File: src/rtl/njp_micro_div.sv
// Sequential restoring divider: one quotient bit per cycle, shift-subtract datapath.
// Optional early exit for dividend < divisor when NJP_DIV_EARLY_EXIT_EN is defined.
module njp_micro_div #(
    parameter int DVD_W = 8,
    parameter int DVS_W = 4
) (
    input  logic             sys_clk,
    input  logic             sys_rst,
    input  logic             start,
    input  logic [DVD_W-1:0] dividend,
    input  logic [DVS_W-1:0] divisor,
    output logic             busy,
    output logic             done,
    output logic [DVD_W-1:0] quotient,
    output logic [DVS_W-1:0] remainder,
    output logic             div_by_zero
);

    localparam int              CNT_W    = (DVD_W > 1) ? $clog2(DVD_W) : 1;
    localparam logic [CNT_W-1:0] CNT_LAST = CNT_W'(DVD_W - 1);

    typedef enum logic [1:0] {
        ST_IDLE,
        ST_RUN,
        ST_DONE
    } state_t;

    state_t            state_q, state_d;
    logic [DVD_W-1:0]  q_q, q_d;
    // The partial remainder stays below the divisor after every restoring step,
    // so the extra bit only exists in the trial value, never in the stored register.
    logic [DVS_W-1:0]  r_q, r_d;
    logic [DVS_W-1:0]  d_q, d_d;
    logic [CNT_W-1:0]  cnt_q, cnt_d;
    logic [DVD_W-1:0]  quot_q, quot_d;
    logic [DVS_W-1:0]  rem_q, rem_d;
    logic              dbz_q, dbz_d;

    logic [DVS_W:0]    trial;
    logic              fits;
    logic [DVD_W-1:0]  q_shift;
    logic [DVS_W-1:0]  r_next;

    assign trial   = {r_q, q_q[DVD_W-1]};
    assign fits    = (trial >= {1'b0, d_q});
    assign q_shift = (q_q << 1) | DVD_W'(fits);
    assign r_next  = fits ? DVS_W'(trial - {1'b0, d_q}) : trial[DVS_W-1:0];

    // NOTE: every variable gets a default before the case so no latch is inferred.
    always_comb begin
        state_d = state_q;
        q_d     = q_q;
        r_d     = r_q;
        d_d     = d_q;
        cnt_d   = cnt_q;
        quot_d  = quot_q;
        rem_d   = rem_q;
        dbz_d   = dbz_q;

        unique case (state_q)
            ST_IDLE: begin
                if (start) begin
                    q_d   = dividend;
                    r_d   = '0;
                    d_d   = divisor;
                    cnt_d = CNT_LAST;
                    if (divisor == '0) begin
                        state_d = ST_DONE;
                        quot_d  = '1;
                        rem_d   = '0;
                        dbz_d   = 1'b1;
                    end
`ifdef NJP_DIV_EARLY_EXIT_EN
                    else if (dividend < DVD_W'(divisor)) begin
                        state_d = ST_DONE;
                        quot_d  = '0;
                        rem_d   = dividend[DVS_W-1:0];
                        dbz_d   = 1'b0;
                    end
`endif
                    else begin
                        state_d = ST_RUN;
                    end
                end
            end

            ST_RUN: begin
                q_d   = q_shift;
                r_d   = r_next;
                cnt_d = cnt_q - CNT_W'(1);
                if (cnt_q == '0) begin
                    state_d = ST_DONE;
                    quot_d  = q_shift;
                    rem_d   = r_next;
                    dbz_d   = 1'b0;
                end
            end

            ST_DONE: state_d = ST_IDLE;

            default: state_d = ST_IDLE;
        endcase
    end

    // NOTE: state is updated with non-blocking assignments only; the working
    // registers are reset too so an aborted division leaves no stale operands.
    always_ff @(posedge sys_clk) begin
        if (sys_rst) begin
            state_q <= ST_IDLE;
            q_q     <= '0;
            r_q     <= '0;
            d_q     <= '0;
            cnt_q   <= '0;
            quot_q  <= '0;
            rem_q   <= '0;
            dbz_q   <= 1'b0;
        end else begin
            state_q <= state_d;
            q_q     <= q_d;
            r_q     <= r_d;
            d_q     <= d_d;
            cnt_q   <= cnt_d;
            quot_q  <= quot_d;
            rem_q   <= rem_d;
            dbz_q   <= dbz_d;
        end
    end

    assign busy        = (state_q != ST_IDLE);
    assign done        = (state_q == ST_DONE);
    assign quotient    = quot_q;
    assign remainder   = rem_q;
    assign div_by_zero = dbz_q;

endmodule

File: config.mk
export PLATFORM = sky130hd
export DESIGN_NAME = njp_micro_div
export DESIGN_NICKNAME = d
export VERILOG_FILES = /design/src/rtl/njp_micro_div.sv
export SDC_FILE = /design/constraint.sdc
export NUM_CORES = 1
export LEC_CHECK = 0
export CORE_MARGIN = 8
export CORE_UTILIZATION = 46
export DETAILED_ROUTE_END_ITERATION = 10
export PLACE_DENSITY = 0.75
export SLEW_MARGIN = 0
export SYNTH_ARGS = -nofsm -noshare
export SYNTH_HDL_FRONTEND = slang
export SYNTH_SLANG_ARGS = --single-unit
File: constraint.sdc
create_clock -name sys_clk -period 1.6 [get_ports sys_clk]
set_input_delay 0.16 -clock sys_clk [delete_from_list [all_inputs] [get_ports sys_clk]]
set_output_delay 0.16 -clock sys_clk [all_outputs]
set_load 0.01 [all_outputs]
==> impl_metrics.csv <==
group,metric,value,unit
timing,max_slew_margin,0.791,
timing,fin_hold_ws,406,ps
yosys,ys_ff_latch,34,
critical_path,criticalPathCategory,"flip-flop to flip-flop",
flow_run,drv.max_cap_violation_count,0,
drt,drtPass1Iterations,4,
yosys,synth.lib_cells_used.distinct,35,
yosys,yosys_warnings,0,
grt,wire_length_of_the_first_global_routing_pass,6550,um
drt,drt_drc_violations_left,0,
floorplanning,floorplan.die.height,74.8,um
floorplanning,core_region_area,0.00334,mm^2
power_and_ir_drop,power_leakage,0.000928,uW
grt,global_route.usage.total,0.150,
clocking,clkSinkCount,34,
layout,antenna-diode-count,0,
clocking,ctsHtreeMaxLevel,2,
layout,nNetsFinal,264,
grt,first_global_vias,1473,
clocking,cts_buffer_count,5,
placement,routability_cong,0.836,
timing,finalCritPeriodShare,1.06,
status,outcome,"finished with violations",
yosys,synth_area_leaders,"dfxtp_1 (43%), nor2_1 (8.2%), a211oi_1 (7.1%), nand2_1 (6.8%), ha_1 (4.7%)",
status,failed_checks,"setup timing",
clocking,clock_tree_from_tritoncts,"built",
yosys,synthesis.instances,188,
yosys,syn_area_per_cell,8.47,um^2
drt,dr.first_iter.drc_count,154,
clocking,cts_root_buf,"clkbuf_4",
clocking,clock_latency,330,ps
grt,maximum_number_of_pins_on_one_net_before_global_route_repair,35,
grt,globalRoute.totalOverflow,0,
floorplanning,core.rowCount,21,
drt,routed_via_density,5.36,
drt,routed_wl,4410,um
layout,layout.core_utilization,0.714,
timing,finalWorstPathRequiredPeriod,1700,ps
timing,finalHoldViolCount,0,
hold_path,worstHoldPathType,"input port to flip-flop",
layout,commonest_non_fill_non_tap_cell_in_the_layout,"nor2_1",
yosys,synth_sequential_area_ratio,0.427,
clocking,clk_pin_slew_worst_paths,100,ps
timing,grt_setup_unrepaired,"true",
placement,dpl_worst_slack,-160,ps
layout,layout.cells.most_common_list,"nor2_1 (34), nand2_1 (28), clkdlybuf4s50_1 (28)",
critical_path,critPathLaunchType,"flip-flop",
critical_path,cp_data_arrival_time,1950,ps
floorplanning,start_util,0.477,
critical_path,endpoint_kind,"flip-flop",
power_and_ir_drop,power_per_cell_area,1110,mW/mm^2
power_and_ir_drop,report.power.total,2650,uW
yosys,synth_area_leader_cell,"dfxtp_1",
critical_path,r2r_slack,-100,ps
layout,post_route_cells_drive_above_1_share,0.309,
timing,fmaxAchievable,589,MHz
floorplanning,io-pin-count,30,
placement,dpl.hpwl,3040,um
power_and_ir_drop,ir_worst_vdd,0.812,mV
placement,port_buffers,29,
timing,setup_slack,-98.2,ps
timing,final.setup_skew,6.71,ps
drt,wl_per_cell,15.3,um
critical_path,req_time_crit_path,1850,ps
yosys,synth_top_cell_area_share,0.427,
timing,finalSetupViolCount,8,
yosys,synthesis.area,0.00159,mm^2
clocking,cts_max_path_buffers,2,
yosys,synth.net_count,210,
layout,areaGrowthSynthToFinish,49.5,%
timing,timing_worst_slew_pin_value,314,ps
critical_path,timing.critical_path.fanout_max,2,
timing,drv_slew,0,
floorplanning,die-area,0.00560,mm^2
grt,antenna_violations_before_repair,0,
drt,detail-route-antenna-nets,0,
floorplanning,chipWidth,74.8,um
drt,overall_via_count_from_detail_route,1548,
## worst max-delay path, stage by stage (launching register included)
cell and delay, ps:
dfxtp_2 350, inv_2 50, ha_4 160, fa_2 370, xnor2_2 160, nand2_1 70, mux2_4 280, a211oi_2 180
## power by group
| part | total [uW] | switching (uW) | internal (uW) |
|---|---|---|---|
| sequential | 1020 | 66.7 | 953 |
| clock | 582 | 281 | 300 |
| combinational | 1050 | 501 | 547 |
## synth_stat cells
master    instances
a211oi_1         15
a211oi_2          2
a21boi_2          1
a21o_1            1
a21oi_1           7
a21oi_4           1
a221oi_1          3
a311oi_1          8
a31oi_4           1
and2_1            1
and2b_1           1
buf_1             1
buf_2             4
buf_4             1
clkbuf_1          5
dfxtp_1          34
fa_1              1
ha_1              6
inv_1            12
mux2_4            1
mux2i_1           3
nand2_1          29
nand2_2           1
nand2b_1          2
nand4_1           1
nor2_1           35
nor2_2            2
nor2b_1           2
nor4_1            1
o21a_1            1
o21ai_0           1
o21ai_1           1
o22a_1            1
or2_1             1
xnor2_1           1
## metal layers
layer,up-vias,track usage,share of wire
li1,757,-,-
met1,721,0.171,0.41
met2,57,0.259,0.51
met3,13,0.0439,0.059
met4,0,0.0478,0.021
met5,-,0,0
## per-stage QoR
stage / TNS (ps) / area [um^2] / cells
after global placement: -914 / 2090 / 273
after floorplan: -7.64 / 1610 / 188
after CTS: -563 / 2220 / 282
after detailed placement: -1620 / 2090 / 273
after global routing: -1310 / 2380 / 289
final: -639 / 2380 / 289
## final cells by class
cell class,instances,area (um^2)
fillers,251,956
multi-input cells,131,928
flip-flops and latches,34,689
repair buffers,58,582
clock buffers,8,78.8
well taps,46,57.6
inverters,12,45.0
## final timing paths
kind	from	end	depth (start not counted)
setup / recovery	q_q[7]	remainder[2]	7
hold / removal	dividend[5]	q_q[5]	3
setup reg to reg	q_q[7]	remainder[2]	7
hold reg to reg	d_q[3]	d_q[3]	2
## registers in the layout, indices dropped and copies added (netlist names)
name / flops
quotient: 8
state_q: 2
cnt_q: 3
div_by_zero: 1
q_q: 8
r_q: 4
d_q: 4
remainder: 4
## cell families (layout without fill, tap and decap cells)
| group | after synthesis | after routing | share of synthesized area |
|---|---|---|---|
| xor gates and xnor gates | 1 | 1 | 0.00550 |
| adders and majority gates | 7 | 7 | 0.0597 |
| AOI/OAI and AO/OA | 43 | 43 | 0.221 |
| buffers and inverters | 23 | 78 | 0.0597 |
| and+or+nand+nor | 76 | 76 | 0.199 |
| muxes | 4 | 4 | 0.0283 |
| DFF | 34 | 34 | 0.427 |
## what timing repair did
action / in CTS / in global routing
gates cloned: 0 / 2
pin swaps: 7 / 4
gates resized for setup: 10 / 20
endpoints found under the setup margin: 8 / 20
endpoints found under the hold margin: 0 / 0
buffers inserted: 1 / 5
hold buffers: 0 / 0
Note: power is estimated with default switching activity, not from simulation.
